File: src/rtl/tt_ctrl_seq.sv
// tt_ctrl_seq: break-before-make user-design select controller driving N_SIDES spines.
// Define TT_CTRL_SEL_LOAD_EN to add a direct select-load port.
module tt_ctrl_seq #(
    parameter int SEL_W       = 10,
    parameter int SIDE_LSB    = 5,
    parameter int SIDE_W      = 1,
    parameter int SYNC_STAGES = 2,
    parameter int GUARD_CYC   = 4,
    localparam int N_SIDES    = 2 ** SIDE_W
) (
    input  logic                      clk,
    input  logic                      rst_n,
    input  logic                      ctrl_sel_inc,
    input  logic                      ctrl_ena,
`ifdef TT_CTRL_SEL_LOAD_EN
    input  logic                      sel_load_valid,
    input  logic [SEL_W-1:0]          sel_load_data,
    output logic                      sel_load_ready,
`endif
    output logic [SEL_W-SIDE_W-1:0]   sel,
    output logic [SIDE_W-1:0]         side_sel,
    output logic [N_SIDES-1:0]        side_ena,
    output logic [N_SIDES-1:0]        spine_ena,
    output logic                      busy,
    output logic                      ovf
);
    localparam int TW = $clog2(GUARD_CYC + 1);
    localparam logic [TW-1:0] G_LAST = TW'(GUARD_CYC - 1);

    typedef enum logic [1:0] {RUN, DRAIN, UPDATE, SETTLE} state_t;

    state_t state, state_n;
    logic [SYNC_STAGES-1:0] inc_sync, ena_sync;
    logic inc_prev, inc_req;
    logic [TW-1:0] tmr, tmr_n;
    logic [SEL_W-1:0] cnt, cnt_n;
    logic [1:0] pend, pend_n;
    logic ovf_n;
`ifdef TT_CTRL_SEL_LOAD_EN
    logic ld_flag, ld_flag_n;
    logic [SEL_W-1:0] ld_data;
    logic ld_go;
    assign sel_load_ready = (state == RUN) && (pend == 2'd0) && !inc_req;
`endif

    always_ff @(posedge clk or negedge rst_n) begin
        if (!rst_n) begin
            inc_sync <= '0;
            ena_sync <= '0;
            inc_prev <= 1'b0;
            inc_req  <= 1'b0;
            state    <= RUN;
            tmr      <= '0;
            cnt      <= '0;
            pend     <= '0;
            ovf      <= 1'b0;
        end else begin
            inc_sync <= {inc_sync[SYNC_STAGES-2:0], ctrl_sel_inc};
            ena_sync <= {ena_sync[SYNC_STAGES-2:0], ctrl_ena};
            inc_prev <= inc_sync[SYNC_STAGES-1];
            inc_req  <= inc_sync[SYNC_STAGES-1] & ~inc_prev;
            state    <= state_n;
            tmr      <= tmr_n;
            cnt      <= cnt_n;
            pend     <= pend_n;
            ovf      <= ovf_n;
        end
    end

`ifdef TT_CTRL_SEL_LOAD_EN
    always_ff @(posedge clk or negedge rst_n) begin
        if (!rst_n) begin
            ld_flag <= 1'b0;
            ld_data <= '0;
        end else begin
            ld_flag <= ld_flag_n;
            if (ld_go) ld_data <= sel_load_data;
        end
    end
`endif

    always_comb begin
        state_n = state;
        cnt_n   = cnt;
        pend_n  = pend;
        ovf_n   = ovf;
`ifdef TT_CTRL_SEL_LOAD_EN
        ld_go     = 1'b0;
        ld_flag_n = ld_flag;
`endif
        case (state)
            RUN: begin
                // A queued request takes the slot; a new edge this cycle replaces it in the queue.
                if (pend != 2'd0) begin
                    state_n = DRAIN;
                    pend_n  = inc_req ? pend : pend - 2'd1;
                end else if (inc_req) begin
                    state_n = DRAIN;
`ifdef TT_CTRL_SEL_LOAD_EN
                end else if (sel_load_valid && sel_load_ready) begin
                    state_n   = DRAIN;
                    ld_go     = 1'b1;
                    ld_flag_n = 1'b1;
`endif
                end
            end
            DRAIN:  state_n = (tmr == G_LAST) ? UPDATE : DRAIN;
            UPDATE: begin
                state_n = SETTLE;
`ifdef TT_CTRL_SEL_LOAD_EN
                cnt_n     = ld_flag ? ld_data : cnt + 1'b1;
                ld_flag_n = 1'b0;
`else
                cnt_n = cnt + 1'b1;
`endif
            end
            SETTLE: state_n = (tmr == G_LAST) ? RUN : SETTLE;
        endcase
        if (state != RUN && inc_req) begin
            if (pend == 2'd3) ovf_n = 1'b1;
            else pend_n = pend + 2'd1;
        end
        tmr_n = (state_n == state && state != RUN) ? tmr + 1'b1 : '0;
    end

    assign sel       = {cnt[SEL_W-1:SIDE_LSB+SIDE_W], cnt[SIDE_LSB-1:0]};
    assign side_sel  = cnt[SIDE_LSB+:SIDE_W];
    assign side_ena  = N_SIDES'(1) << side_sel;
    assign busy      = (state != RUN);
    assign spine_ena = side_ena & {N_SIDES{ena_sync[SYNC_STAGES-1] && state == RUN}};
endmodule

File: config.mk
export PLATFORM = sky130hd
export DESIGN_NAME = tt_ctrl_seq
export DESIGN_NICKNAME = d
export VERILOG_FILES = /design/src/rtl/tt_ctrl_seq.sv
export SDC_FILE = /design/constraint.sdc
export NUM_CORES = 1
export LEC_CHECK = 0
export BUFFER_PORTS_ARGS = -buffer_cell sky130_fd_sc_hd__buf_2
export CORE_ASPECT_RATIO = 0.9
export CORE_UTILIZATION = 37
export CTS_CLUSTER_SIZE = 40
export DETAILED_ROUTE_END_ITERATION = 10
export MAX_ROUTING_LAYER = met4
export SLEW_MARGIN = 20
export SYNTH_ARGS = -nofsm -noshare
export SYNTH_HDL_FRONTEND = slang
export SYNTH_SLANG_ARGS = --single-unit
File: constraint.sdc
create_clock -name clk -period 1.6 [get_ports clk]
set_input_delay 0.16 -clock clk [delete_from_list [all_inputs] [get_ports clk]]
set_output_delay 0.16 -clock clk [all_outputs]
set_load 0.02 [all_outputs]
==> results by group, run 1 <==
Run status
  – Outcome: complete, but fails checks
  – Failing checks: design-rule violations

Worst setup path
  – Worst EP arrival: about 1.3 ns
  – Max FO, Critical Path: 6
  – CP Capture Type: output port
  – Worst reg2reg setup slack: around 0.18 ns
  – Slowest stage delay, CP: approximately 0.49 ns
  – R2r startpoint: pend[0]
  – R2r endpoint: pend[1]
  – Buf+Inv Stages, Crit Path: 1
  – CP Data Required Time: around 1.4 ns
  – Worst Setup Start Kind: register
  – CP max stage cell: dfrtp_1
  – WS Path Type: register to output port
  – Crit-path leading delay family: flip-flops
  – Worst path cell trace: nor2_4 > nand2_1 > nor2_1 > buf_2
  – R2R depth: 5
  – Worst path depth: 4

Floorplan
  – Starting Density: between 40% and 50%
  – Ports: 20
  – Die Area: roughly 3000 µm²
  – FP Rows: 17
  – Die Width: 57.5 µm
  – Die height: roughly 52 µm
  – Core ar.: 2530 µm²

Global route
  – GRT Total Usage: between 10 and 15%
  – GRT Residual Overflow: 0
  – Largest net degree at the start of global routing: 25
  – Initial antenna violation count: 0
  – First-pass GRT wire length: around 2800 µm
  – Vias in the first global route: between 600 and 700

Detailed routing
  – DRC: 2
  – First drt pass iteration count: 9
  – DRT iter0 DRCs: 17
  – DRT Wirelength: roughly 1600 µm
  – Via density: roughly 5
  – Vias: roughly 680
  – Routed len/inst: approximately 12 µm
  – Number of routed nets with antenna violations: 0

Layout
  – Layout area overhead: 17.5%
  – Nets: roughly 120
  – Share of layout cells above drive strength 1: about 28%
  – Number of diodes: 0
  – Fin cells: 136

Synth
  – Post-synth EDFFs: 0
  – Top_reg_cell synth: dfrtp_1
  – Syn_nets: 93
  – Synth warnings: 0
  – Synth cell types: 29
  – Largest area contributor in the netlist: dfrtp_1
  – Post-synthesis register bit count: 24
  – Syn Inst Count: between 80 and 90
  – Simple-gate portion of the synthesized area: approximately 16%
  – Sequential cell area fraction in the yosys report: approximately 60%
  – Main combinational cell family by area after synthesis: simple AND/OR/NAND/NOR gates
  – Most frequent cells after synthesis: 24 x dfrtp_1, 10 x xnor2_1, 7 x inv_1
  – Most common cell in the synthesized netlist: dfrtp_1
  – Synth async-reset ratio: 100%
  – Post-synthesis mux area share: 1.46%
  – Xor/xnor share of the synthesized area: under 10%
  – Adder-cell share of the synthesized area: a little over 6%
  – Top-area cell type share of the netlist area: 58.5%
  – Area of the mapped netlist: about 1000 µm²
  – Mean Syn Cell Area: roughly 12 µm²
  – Largest cells by area after synthesis: dfrtp_1 58%, xnor2_1 8.5%, ha_1 6.1%
  – Compound-cell area share of the yosys netlist: between 5 and 6%

Place
  – Placed cells: 130
  – Hpwl dp: ~1200 µm
  – Placer Congestion: slightly below 0.7
  – PortBufs: 19

Clocking
  – H-tree depth: 1
  – Worst skew pair latency: about 0.30 ns
  – CTS max path bufs: 2
  – Setup Buffers After CTS: 0
  – Worst-path clk slew: about 0.12 ns
  – Clock Sinks: 24
  – Root buffer cell: clkbuf_4
  – CTS tree: built
  – CTS Buf Count: 3

STA
  – Worst rel slew slack: between 60% and 70%
  – Endpoints failing setup: 0
  – Tcrit/Tclk final: a little over 90%
  – Hold Vio Cnt, Final: 0
  – Final TNS setup: 0 ns
  – RSZ-0062 raised after global routing: no
  – Fmax: about 700 MHz
  – Post-layout minimum cycle time: approximately 1.5 ns
  – Final Skew: just under 0.003 ns
  – Worst Tran Pin Value: about 0.52 ns
  – Max-slew violation count: 0

Pwr
  – Worst VDD drop: about 0.0006 V
  – PwrDens: roughly 1400 nW/µm²
  – Leak: ~0.00058 µW

Run
  – MaxCap Viol Count: 0

Min path
  – Worst min path class: primary input to async pin
==> cells in the final DEF, fill, tap and decap left out, drive strengths merged, types with 2 or more instances in the layout <==
| cell | instances |
|---|---|
| buf | 19 |
| and4b | 2 |
| nand3 | 2 |
| nor2 | 6 |
| nand4 | 3 |
| nand2 | 5 |
| clkbuf | 3 |
| ha | 5 |
| inv | 8 |
| dfrtp | 24 |
| nand2b | 2 |
| xnor2 | 10 |
| dlygate4sd3 | 3 |
| a211oi | 2 |
==> cells by family (layout without fill, tap and decap cells) <==
family          Yosys count  after routing
compound gates            7              7
mux                       1              1
simple gates             27             27
flops                    24             24
buf+inv                   9             33
fa+ha+maj                 5              5
xor+xnor                 11             11
==> where the power goes <==
part	total [µW]	internal, µW	switching, µW
combinational	592	284	308
clock	257	87.8	169
sequential	899	746	153
==> registers in the layout, summed over array words and instances (netlist names) <==
| register | cells |
|---|---|
| ena_sync | 2 |
| cnt | 10 |
| inc_req | 1 |
| inc_prev | 1 |
| inc_sync | 2 |
| state | 2 |
| pend | 2 |
| tmr | 3 |
| ovf | 1 |
==> how the worst max path moves through the flow <==
| stage | slack (ns) | from | end |
|---|---|---|---|
| after detailed placement | 0.18 | pend[0] | pend[1] |
| after global placement | 0.24 | pend[1] | pend[1] |
| after CTS | 0.07 | state[1] | spine_ena[0] |
| final | 0.13 | state[1] | spine_ena[0] |
| after global routing | 0.04 | state[1] | spine_ena[0] |
| after floorplan | 0.26 | cnt[0] | cnt[6] |
==> layout make-up <==
class                      count  area [µm²]
fill                         238        1320
sequential                    24         601
multi-input combinational     51         394
timing repair buffer          22         125
tap                           28        35.0
inverter                       8        30.0
clock buffer                   3        22.5
==> what timing repair did <==
item / CTS / global route
hold endpoints to repair: 26 / 0
hold buffers: 3 / 0
gates resized for setup: 0 / 1
endpoints found under the setup margin: 0 / 1
==> per-layer routing <==
metal  up-vias  GRT usage [%]  wire length, µm
met3         2           2.24               56
met2        13           19.8              811
met1       336           16.2              766
li1        332              -                -
met4         0           6.10                8
met5         -              -                0
==> metrics by stage <==
stage	cell area, µm²	hold slack (ns)	worst slack, ns	util [%]	power [µW]
CTS	1200	0.365	0.0739	47.5	1760
global placement	1150	0.170	0.238	45.4	1460
floorplan	1030	-0.136	0.257	-	1320
global route	1210	0.369	0.0441	47.7	1900
detailed placement	1150	0.174	0.181	45.4	1500
finish	1210	0.347	0.131	47.7	1750
No activity file was read; power rests on OpenSTA's default activity.
==> run 2, diff against run 1 <==
- CORE_ASPECT_RATIO: 0.9 -> unset
==> run 2 against run 1 <==
  * The run now ends clean
  * Fmax hardly changed
  * Clock power rose by 24%
  * Non-clock buffer count unchanged
  * Die area about the same
  * Sequential share of layout area fell by 0.66 points
  * Final cell count rose by 2.2%
  * Critical path depth unchanged
==> results by group, run 2 (synthesized netlist as in run 1, its figures left out) <==
Layout
  – Number of flip-flops in the largest register: 10
  – Most flops, register: cnt
  – Leading cell type in the layout, fill and taps excluded: dfrtp_1
  – Most frequent cells in the layout: 24 x dfrtp_1, 19 x buf_2, 10 x xnor2_1
  – Layout area overhead: 19.1%
  – Nets: approximately 120
  – Number of diodes: 0
  – Post-layout util: 48.1%
  – Share of layout cells above drive strength 1: 28.4%
  – Biggest regs: cnt: 10 flops, tmr: 3 flops

Pwr
  – P_int: around 1200 µW
  – Worst VDD drop: just under 0.0007 V
  – Sw Pwr: ~630 µW
  – Comb pwr share: roughly a third
  – PwrDens: 1470 nW/µm²
  – Sw Share: between 30% and 40%
  – Power Total: 1800 µW
  – Clk pwr share: 17.7%
  – Reg power frac: 49.9%
  – Leak: between 0.0005 and 0.0006 µW

Global route
  – Largest net degree at the start of global routing: 25
  – First-pass GRT wire length: 2790 µm
  – Vias in the first global route: 639
  – GRT Total Usage: about 14%
  – Initial antenna violation count: 0
  – GRT Residual Overflow: 0

Clocking
  – Setup Buffers After CTS: 0
  – Clock Sinks: 24
  – Worst skew pair latency: 0.31 ns
  – H-tree depth: 1
  – Worst-path clk slew: around 0.13 ns
  – CTS max path bufs: 2
  – Root buffer cell: clkbuf_4
  – CTS tree: built
  – CTS Buf Count: 3

Floorplan
  – Core ar.: between 2000 and 3000 µm²
  – Die Area: approximately 3000 µm²
  – Ports: 20
  – Die height: approximately 55 µm
  – Die Width: roughly 55 µm
  – FP Rows: 18
  – Starting Density: around 40%

Worst setup path
  – Slowest stage delay, CP: ~0.49 ns
  – CP Data Required Time: around 1.4 ns
  – Worst EP arrival: roughly 1.3 ns
  – R2R depth: 5
  – WS Path Type: register to output port
  – Worst Setup Start Kind: register
  – CP Capture Type: output port
  – CP max stage cell: dfrtp_1
  – Worst path cell trace: nor2_4 > nand2_1 > nor2_1 > buf_2
  – Max FO, Critical Path: 6

STA
  – RSZ-0062 raised after global routing: no
  – Endpoints failing setup: 0
  – Final TNS setup: 0 ns
  – Final WS setup: between 0.1 and 0.15 ns
  – Hold Vio Cnt, Final: 0
  – Fmax: slightly below 700 MHz
  – Tcrit/Tclk final: around nine tenths
  – Final Skew: 0.00796 ns
  – Post-layout minimum cycle time: 1.47 ns
  – Worst Tran Pin Value: roughly 0.54 ns
  – Worst rel slew slack: between 60% and 70%
  – Final hold slack: between 0.3 and 0.4 ns
  – Max-slew violation count: 0

Run
  – MaxCap Viol Count: 0

Place
  – Placer Congestion: about 0.85
  – Hpwl dp: about 1200 µm
  – Worst slack, placed: 0.160 ns
  – PortBufs: 19

Detailed routing
  – DRT Wirelength: 1630 µm
  – Via density: 4.98
  – Routed len/inst: 11.7 µm
  – DRT iter0 DRCs: 4
  – Number of routed nets with antenna violations: 0
  – Vias: about 690
  – DRC: 0
  – First drt pass iteration count: 2

Min path
  – Worst min path class: primary input to async pin

Run status
  – Outcome: finished clean
==> run 2: cell count changes in the layout (fill, tap and decap cells not counted), sizes merged <==
cell,delta
clkbuf,+1
==> run 2: path summary, 6_finish.rpt <==
check,start,to,slack [ns]
hold / removal,rst_n,cnt[9],0.34
setup reg to reg,pend[1],pend[1],0.14
setup / recovery,state[1],spine_ena[0],0.13
hold reg to reg,inc_sync[0],inc_sync[1],0.37
min in group clk,inc_sync[0],inc_sync[1],0.37
max in group asynchronous,rst_n,pend[0],0.90
==> run 2: worst max-delay path: cells and delay by family, from the launching register on <==
family / cells / cell delay (ns)
buffers and inverters: 1 / 0.16
DFF: 1 / 0.49
and+or+nand+nor: 3 / 0.34
==> run 2: area by class of cell <==
type | instances | area [µm²]
Inverter | 8 | 30.0
Tap cell | 30 | 37.5
Sequential cell | 24 | 601
Timing Repair Buffer | 22 | 125
Fill cell | 243 | 1320
Clock buffer | 4 | 36.3
Multi-Input combinational cell | 51 | 394
==> run 2: power groups by stage <==
stage | Sequential, µW | Clock (µW) | Combinational, µW
after floorplan | 926 | 0 | 397
final | 898 | 318 | 585
after global routing | 927 | 359 | 679
after global placement | 894 | 0 | 568
after CTS | 892 | 334 | 593
after detailed placement | 905 | 0 | 583
==> run 2: through the flow <==
step | cell area [µm²] | cells
finish | 1220 | 139
global route | 1220 | 139
CTS | 1220 | 139
detailed placement | 1150 | 132
global placement | 1150 | 132
floorplan | 1030 | 84
==> run 2: timing repair <==
item | CTS | global route
hold endpoints to repair | 26 | 0
hold buffers | 3 | 0
gates resized for setup | 0 | 1
endpoints found under the setup margin | 0 | 2
==> run 2: per-layer routing <==
| layer | GRT usage (%) | vias to the layer above | part of all wire, % |
|---|---|---|---|
| li1 | - | 333 | - |
| met1 | 17.4 | 344 | 48 |
| met2 | 21.3 | 13 | 49 |
| met3 | 3.33 | 2 | 2.8 |
| met4 | 7.69 | 0 | 0.74 |
| met5 | - | - | 0 |
==> run 3, diff against run 2 <==
- CORE_UTILIZATION: 37 -> 52
- PLACE_DENSITY: unset -> 0.76
- SLEW_MARGIN: 20 -> unset
==> run 3 against run 2 <==
  * Clock skew grew 0.0019 ns
  * Core utilization increased by 21 points
  * Highest routed layer unchanged
  * Sequential share of layout area down 0.40 points
==> results by group, run 3 (synthesized netlist as in run 1, its figures left out) <==
Layout
  – Biggest regs: cnt: 10 flops, tmr: 3 flops
  – Most flops, register: cnt
  – Share of layout cells above drive strength 1: between 20% and 30%
  – Number of diodes: 0
  – Layout area overhead: 20.1%
  – Leading cell type in the layout, fill and taps excluded: dfrtp_1
  – Nets: ~120
  – Most frequent cells in the layout: 24 x dfrtp_1, 19 x buf_2, 10 x xnor2_1
  – Post-layout util: a little under 70%
  – Number of flip-flops in the largest register: 10

Global route
  – Largest net degree at the start of global routing: 25
  – First-pass GRT wire length: 2840 µm
  – GRT Residual Overflow: 0
  – GRT Total Usage: between 20% and 30%
  – Initial antenna violation count: 0
  – Vias in the first global route: 621

Worst setup path
  – CP Capture Type: register
  – Worst path cell trace: inv_1 > ha_1 > or3b_1 > a21oi_1 > a211oi_1
  – R2R depth: 5
  – R2r endpoint: pend[1]
  – Max FO, Critical Path: 3
  – CP Data Required Time: around 1.8 ns
  – Worst reg2reg setup slack: 0.10 ns
  – WS Path Type: register to register
  – Worst EP arrival: 1.68 ns
  – CP max stage cell: dfrtp_1
  – R2r startpoint: pend[0]
  – Worst Setup Start Kind: register
  – Slowest stage delay, CP: 0.43 ns

STA
  – Worst Tran Pin Value: just over 0.5 ns
  – Final Skew: roughly 0.0098 ns
  – Hold Vio Cnt, Final: 0
  – Final TNS setup: 0 ns
  – Final WS setup: a little over 0.1 ns
  – Final hold slack: 0.330 ns
  – RSZ-0062 raised after global routing: no
  – Max-slew violation count: 0
  – Worst rel slew slack: 65.6%
  – Fmax: 667 MHz
  – Tcrit/Tclk final: a little over nine tenths
  – Endpoints failing setup: 0
  – Post-layout minimum cycle time: 1.50 ns

Run
  – MaxCap Viol Count: 0

Detailed routing
  – First drt pass iteration count: 4
  – DRT iter0 DRCs: 10
  – Routed len/inst: ~13 µm
  – DRT Wirelength: ~1700 µm
  – Number of routed nets with antenna violations: 0
  – Vias: about 680
  – DRC: 0
  – Via density: just over 5

Place
  – Hpwl dp: around 1200 µm
  – PortBufs: 19
  – Placer Congestion: just under 0.8
  – Worst slack, placed: about 0.12 ns

Floorplan
  – Core ar.: 1780 µm²
  – Die Area: between 2000 and 2500 µm²
  – Starting Density: slightly below 60%
  – Die height: between 40 and 50 µm
  – Ports: 20
  – Die Width: 46.4 µm
  – FP Rows: 15

Clocking
  – CTS tree: built
  – Root buffer cell: clkbuf_4
  – CTS max path bufs: 2
  – H-tree depth: 1
  – Clock Sinks: 24
  – Worst-path clk slew: 0.13 ns
  – CTS Buf Count: 3
  – Worst skew pair latency: approximately 0.31 ns
  – Setup Buffers After CTS: 0

Pwr
  – Worst VDD drop: 0.00107 V
  – PwrDens: ~1600 nW/µm²
  – Leak: 0.000594 µW

Min path
  – Worst min path class: primary input to async pin

Run status
  – Outcome: finished clean
[run 3: cell count changes in the layout (fill, tap and decap cells not counted)]
cell,before,now
clkbuf_8,1,0
bufinv_16,0,1
[run 3: cell type report]
cell class	count	area [µm²]
Tap cell	25	31.3
Inverter	8	30.0
Clock inverter	1	30.0
Fill cell	126	549
Sequential cell	24	601
Timing Repair Buffer	22	125
Clock buffer	3	22.5
Multi-Input combinational cell	51	394
[run 3: worst max-delay path by stage]
stage	from	endpoint	slack, ns
2_1_floorplan	cnt[0]	cnt[6]	0.26
3_3_place_gp	pend[1]	pend[1]	0.24
3_5_place_dp	pend[0]	pend[1]	0.12
4_1_cts	state[1]	spine_ena[0]	0.07
5_1_grt	pend[0]	pend[1]	0.003
6_report	pend[0]	pend[1]	0.10
[run 3: worst max-delay path: cells and delay by family, from the launching register on]
kind / cells / cell delay (ns)
and+or+nand+nor: 1 / 0.34
buffers and inverters: 1 / 0.06
AOI/OAI and AO/OA: 2 / 0.25
DFF: 1 / 0.43
adders and majority gates: 1 / 0.30
[run 3: per-layer routing]
layer	GRT usage, %	share of wire (%)	routed length, µm	up-vias
met2	28.6	47	807	17
li1	-	-	-	332
met3	7.06	3.8	65	2
met4	5.29	0.58	10	0
met5	-	0	0	-
met1	27.2	48	826	328
[run 3: where the power goes]
part	switching [µW]	internal [µW]	leakage, µW
Combinational	322	286	0.000271
Clock	175	253	0.0000279
Sequential	155	746	0.000296
[run 3: what timing repair did]
item | in CTS | in global routing
hold buffers | 3 | 0
endpoints found under the hold margin | 26 | 0
gates resized for setup | 0 | 1
endpoints found under the setup margin | 0 | 2
[run 3: metrics by stage]
step                      instance area [µm²]  cells  total power (µW)
after floorplan                          1030     84              1320
after global placement                   1150    127              1460
after detailed placement                 1150    127              1510
after CTS                                1230    134              1950
after global routing                     1230    134              2070
final                                    1230    134              1940
